===== src/rtl/interrupt_request_ctrl.sv =====
// interrupt_request_ctrl
// Front end of the reset/NMI/IRQ path. It samples the nRES/nNMI/nIRQ pins,
// arms a reset after nRES has been held low long enough, and hands
// prioritised NMI/IRQ requests with their vector address to the instruction
// sequencer at instruction boundaries.
//
// Build option: define INTERRUPT_PIN_SYNC_EN to pass each pin through
// SYNC_STAGES flops. Without it every pin passes through a single flop, which
// suits harnesses that drive the pins synchronously.
//
// Request/acknowledge handshake: interruptRequest rises together with a valid
// vectorAddr. Both stay stable while the controller sits in SERVICE. The
// sequencer ends service by raising interruptAck for one enabled cycle, and
// interruptRequest drops after that edge. An interruptAck outside SERVICE is
// ignored. The controller state is held in the enum signal 'state' so checkers
// can bind to it.

module interrupt_request_ctrl #(
  parameter int SYNC_STAGES     = 2,
  parameter int RES_HOLD_CYCLES = 2
) (
  input  logic        clk,
  input  logic        nrst,
  input  logic        enableFFs,
  input  logic        nResPin,
  input  logic        nNmiPin,
  input  logic        nIrqPin,
  input  logic        processStatusRegIFlag,
  input  logic        resetRunning,
  input  logic        instructionBoundary,
  input  logic        interruptAck,
  output logic        resetInitiated,
  output logic        interruptRequest,
  output logic        nmiPending,
  output logic [15:0] vectorAddr
);

  // Both depths must be at least one; reject bad builds at elaboration.
  if (SYNC_STAGES < 1 || RES_HOLD_CYCLES < 1) begin : gBadParams
    $error("interrupt_request_ctrl: SYNC_STAGES and RES_HOLD_CYCLES must be >= 1");
  end

`ifdef INTERRUPT_PIN_SYNC_EN
  localparam int STAGES = SYNC_STAGES;
`else
  localparam int STAGES = 1;
`endif

  localparam int          CW       = $clog2(RES_HOLD_CYCLES + 1);
  localparam logic [CW-1:0] HOLD_MAX = CW'(RES_HOLD_CYCLES);

  localparam logic [15:0] VEC_RES = 16'hFFFC;
  localparam logic [15:0] VEC_NMI = 16'hFFFA;
  localparam logic [15:0] VEC_IRQ = 16'hFFFE;

  typedef enum logic [1:0] {
    IDLE     = 2'd0,
    SERVICE  = 2'd1,
    RES_HOLD = 2'd2
  } stateType;

  stateType          state;
  logic [CW-1:0]     holdCnt;
  logic [CW-1:0]     holdNext;
  logic [STAGES-1:0] resShift;
  logic [STAGES-1:0] nmiShift;
  logic [STAGES-1:0] irqShift;
  logic              resSync;
  logic              nmiSync;
  logic              irqSync;
  logic              nmiPrev;
  logic              nmiEdge;
  logic              resArm;
  logic              irqActive;
  logic              nmiClear;

  assign resSync = resShift[STAGES-1];
  assign nmiSync = nmiShift[STAGES-1];
  assign irqSync = irqShift[STAGES-1];

  // Pin synchronisers and NMI edge register run every cycle, ignoring the stall.
  always_ff @(posedge clk) begin
    if (!nrst) begin
      resShift <= '1;
      nmiShift <= '1;
      irqShift <= '1;
      nmiPrev  <= 1'b1;
    end else begin
      resShift[0] <= nResPin;
      nmiShift[0] <= nNmiPin;
      irqShift[0] <= nIrqPin;
      for (int i = 1; i < STAGES; i++) begin
        resShift[i] <= resShift[i-1];
        nmiShift[i] <= nmiShift[i-1];
        irqShift[i] <= irqShift[i-1];
      end
      nmiPrev <= nmiSync;
    end
  end

  assign nmiEdge   = nmiPrev && !nmiSync;
  assign irqActive = !irqSync && !processStatusRegIFlag;

  // Next hold count: saturating count of enabled cycles with nRES low.
  always_comb begin
    holdNext = holdCnt;
    if (resSync) begin
      holdNext = '0;
    end else if (holdCnt != HOLD_MAX) begin
      holdNext = holdCnt + 1'b1;
    end
  end

  // A reset is armed on any enabled cycle that leaves the counter saturated.
  assign resArm = !resSync && (holdNext == HOLD_MAX);

  // NMI service ends, or a reset is armed: the pending NMI is consumed.
  assign nmiClear = enableFFs &&
                    (resArm ||
                     (state == SERVICE && interruptAck && vectorAddr == VEC_NMI));

  // Sticky NMI latch; a fresh edge beats a simultaneous clear.
  always_ff @(posedge clk) begin
    if (!nrst) begin
      nmiPending <= 1'b0;
    end else begin
      nmiPending <= (nmiPending && !nmiClear) || nmiEdge;
    end
  end

  // Controller FSM with registered outputs; advances only on enabled cycles.
  always_ff @(posedge clk) begin
    if (!nrst) begin
      state            <= RES_HOLD;
      holdCnt          <= HOLD_MAX;
      resetInitiated   <= 1'b0;
      interruptRequest <= 1'b0;
      vectorAddr       <= VEC_RES;
    end else if (!enableFFs) begin
      // A stall must not stretch the reset pulse into a second cycle.
      resetInitiated <= 1'b0;
    end else begin
      holdCnt        <= holdNext;
      resetInitiated <= 1'b0;
      if (resArm) begin
        state            <= RES_HOLD;
        interruptRequest <= 1'b0;
        vectorAddr       <= VEC_RES;
      end else begin
        case (state)
          RES_HOLD: begin
            if (resSync) begin
              resetInitiated <= 1'b1;
              state          <= IDLE;
            end
          end
          IDLE: begin
            if (instructionBoundary && !resetRunning && (nmiPending || irqActive)) begin
              state            <= SERVICE;
              interruptRequest <= 1'b1;
              vectorAddr       <= nmiPending ? VEC_NMI : VEC_IRQ;
            end
          end
          SERVICE: begin
            if (interruptAck) begin
              state            <= IDLE;
              interruptRequest <= 1'b0;
            end
          end
          default: begin
            state <= IDLE;
          end
        endcase
      end
    end
  end

endmodule


===== config.mk =====
export PLATFORM = sky130hd
export DESIGN_NAME = interrupt_request_ctrl
export DESIGN_NICKNAME = d
export VERILOG_FILES = /design/src/rtl/interrupt_request_ctrl.sv
export SDC_FILE = /design/constraint.sdc
export NUM_CORES = 1
export LEC_CHECK = 0
export CORE_MARGIN = 1.5
export CORE_UTILIZATION = 40
export CTS_CLUSTER_DIAMETER = 150
export CTS_CLUSTER_SIZE = 16
export DETAILED_ROUTE_END_ITERATION = 10
export GPL_ROUTABILITY_DRIVEN = 0
export GPL_TIMING_DRIVEN = 0
export PLACE_DENSITY = 0.77
export SLEW_MARGIN = 20
export SYNTH_ARGS = -nofsm -noshare
export SYNTH_HDL_FRONTEND = slang
export SYNTH_SLANG_ARGS = --single-unit

===== constraint.sdc =====
create_clock -name clk -period 1.7 [get_ports clk]
set_input_delay 0.17 -clock clk [delete_from_list [all_inputs] [get_ports clk]]
set_output_delay 0.17 -clock clk [all_outputs]
set_load 0.01 [all_outputs]

==> results.yml <==
synth:
  synth_top_family_by_area: "simple AND/OR/NAND/NOR gates"
  synth_xor_area_share_pct: 0
  synth_edf_count: 0
  netlist_area_um2: 652
  synthSimpleGateAreaFrac_pct: 20.2
  synth_fa_ha_area_share_pct: 1.92
  ys_ff_latch: 13
  synth_common_cells: "14 x buf_4, 13 x dfxtp_1, 5 x inv_1, 5 x nand2b_1, 5 x nor2_1"
  synth_cell_types: 25
  synth_most_common_cell: "buf_4"
  synthFlopType: "dfxtp_1"
  ys_seq_area_share_pct: 39.9
  synth_compound_area_share_pct: 15.5
  synth_top_area_share_pct: 39.9
  synth_area_per_cell_um2: 9.31
  postSynth.asyncResetShare_pct: 0
  synth_largest_area_cell: "dfxtp_1"
  synth_area_leaders: "dfxtp_1 40%, buf_4 16%, nand2b_1 4.8%"
  synth_cells: 70
  yosys_warnings: 0
  synth_mux_area_share_pct: 1.54
worst_setup_path:
  reg2reg_depth: 5
  worst-path-buf-inv: 1
  start_kind: "flop"
  path_cells: "inv_1 -> ha_1 -> nor3b_4 -> a21oi_2 -> a32o_1"
  r2r_slack_ns: 0.27
  cp.arrival_ns: 1.59
  rr_endpoint: "nmiPending$_SDFF_PN0_"
  cp_max_fo: 6
  crit_end: "nmiPending$_SDFF_PN0_"
  critPathCaptureType: "flop"
  critical-path-top-delay-family: "compound AO/OA/AOI/OAI gates"
  crit-reg2reg-launch: "holdCnt[0]$_SDFFE_PN0P_"
  startpoint: "holdCnt[0]$_SDFFE_PN0P_"
  crit_required_ns: 1.87
  critical_path.max_stage_delay_ns: 0.34
  path_class: "flop to flop"
  cp_num_cells: 5
  crit_slowest_cell: "dfxtp_1"
clock_tree:
  tritoncts.num_buffers: 3
  cts_resized: 0
  clk_pin_slew_ns: 0.07
  h-tree-depth: 1
  cts_max_path_buffers: 2
  cts_tree: "done"
  post_cts_buffers: 0
  ctsHoldBuffers: 0
  clock_latency_ns: 0.27
  clock-sinks: 13
  clockRootBuffer: "clkbuf_4"
die:
  ios: 29
  start_util_pct: 42.8
  fp.dieW_um: 43.4
  fp-row-count: 14
  die_h_um: 43.4
  dieArea_um2: 1880
  core_um2: 1520
cells_and_area:
  areaGrowthSynthToFinish_pct: 35.5
  ff_latch_area_um2: 260
  multi_input_area_um2: 308
  diodes: 0
  layout-drive-gt1-share_pct: 21.0
  filler_cell_count: 145
  nets: 112
  fin_cells: 116
pwr:
  p_leak_nw: 0.395
  ir_worst_vdd_mv: 0.373
  powerDensity_nw_per_um2: 704
run:
  maxCapViolations: 0
drt:
  drc: 0
  routed_wl_um: 1080
  vias: 511
  postRouteAntennaNets: 0
  first_pass_iters: 3
  routedWlPerCell_um: 9.30
  viasPerCell: 4.41
  drt_iter0_drc: 4
timing:
  rsz0062_at_grt: "no"
  hold_viol: 0
  skew_ns: 0.00114
  fmaxAchievable_ghz: 0.701
  setup_viol: 0
  slew_violations: 0
  setup_tns_ns: 0
  period_needed_ns: 1.43
  period_share_pct: 83.9
status:
  status: "finished clean"
min_path:
  hold_path_class: "flop to flop"
  whs_path_depth: 2
global_routing:
  grt_overflow_total: 0
  grtUsageTotal_pct: 13.8
  grt_max_degree: 11
  antenna_found_initial: 0
  grt_pass1_vias: 427
  grt_first_pass_wirelength_um: 1790
placed_design:
  hpwl_um: 857
  numPortBuffers: 14
  dp_cells: 112
## tightest hold or removal path, stage by stage (launching register included)
cell and delay, ns:
dfxtp_1 0.31, nor2_1 0.05, inv_1 0.04
## per-layer routing
metal | share of wire [%] | GRT usage (%) | wire [um]
met3 | 6.4 | 4.17 | 69
met2 | 46 | 21.5 | 495
met5 | 0 | 0 | 0
met4 | 5.0 | 14.5 | 54
met1 | 43 | 14.1 | 460
## layout by cell type, fill, tap and decap left out, drive strengths merged, types with 3 or more instances in the layout
cell	n
nand2	3
nand2b	5
buf	15
dfxtp	13
nor2	5
clkdlybuf4s50	14
inv	5
clkbuf	4
conb	14
o21ai	3
## through the flow
step / instance area (um2) / setup WS (ns) / hold WS [ns] / power [W] / util [%]
floorplan: 697 / 0.375 / 0.243 / 0.000406 / -
global placement: 857 / 0.261 / 0.404 / 0.000443 / 56.2
detailed placement: 857 / 0.240 / 0.408 / 0.000444 / 56.2
CTS: 883 / 0.267 / 0.428 / 0.000629 / 58.0
global route: 883 / 0.192 / 0.441 / 0.000657 / 58.0
finish: 883 / 0.274 / 0.428 / 0.000622 / 58.0
## worst min path at each step
stage / from / endpoint / slack [ns]
floorplan: nrst / irqShift$_SDFF_PN1_ / 0.24
global placement: nmiShift$_SDFF_PN1_ / nmiPrev$_SDFF_PN1_ / 0.40
detailed placement: nmiShift$_SDFF_PN1_ / nmiPrev$_SDFF_PN1_ / 0.41
CTS: nmiShift$_SDFF_PN1_ / nmiPrev$_SDFF_PN1_ / 0.43
global route: nmiShift$_SDFF_PN1_ / nmiPrev$_SDFF_PN1_ / 0.44
finish: nmiShift$_SDFF_PN1_ / nmiPrev$_SDFF_PN1_ / 0.43
## cell type report
type | instances | share of cell area [%]
Buffer | 15 | 12.5
Multi-Input combinational cell | 49 | 34.8
Timing Repair Buffer | 14 | 15.9
Sequential cell | 13 | 29.5
Inverter | 5 | 2.12
Tap cell | 16 | 2.27
Clock buffer | 4 | 2.97
## power breakdown
group / switching [W] / internal, W / total (W)
combinational: 0.0000470 / 0.0000644 / 0.000111
sequential: 0.00000916 / 0.000317 / 0.000326
clock: 0.0000934 / 0.0000909 / 0.000184
## cell families after synthesis
family                   count (synthesis)
AND/OR/NAND/NOR                         20
multiplexers                             1
other                                    2
flip-flops                              13
AO/OA/AOI/OAI                           13
buffers and inverters                   20
adder cells (fa/ha/maj)                  1
## state kept, by name, indices dropped and copies added, names as in the netlist
| register | count |
|---|---|
| holdCnt | 2 |
| state | 2 |
| vectorAddr | 2 |
| interruptRequest | 1 |
| irqShift | 1 |
| nmiPending | 1 |
| nmiPrev | 1 |
| nmiShift | 1 |
| resShift | 1 |
| resetInitiated | 1 |
Power figures use the tool's default switching activity.
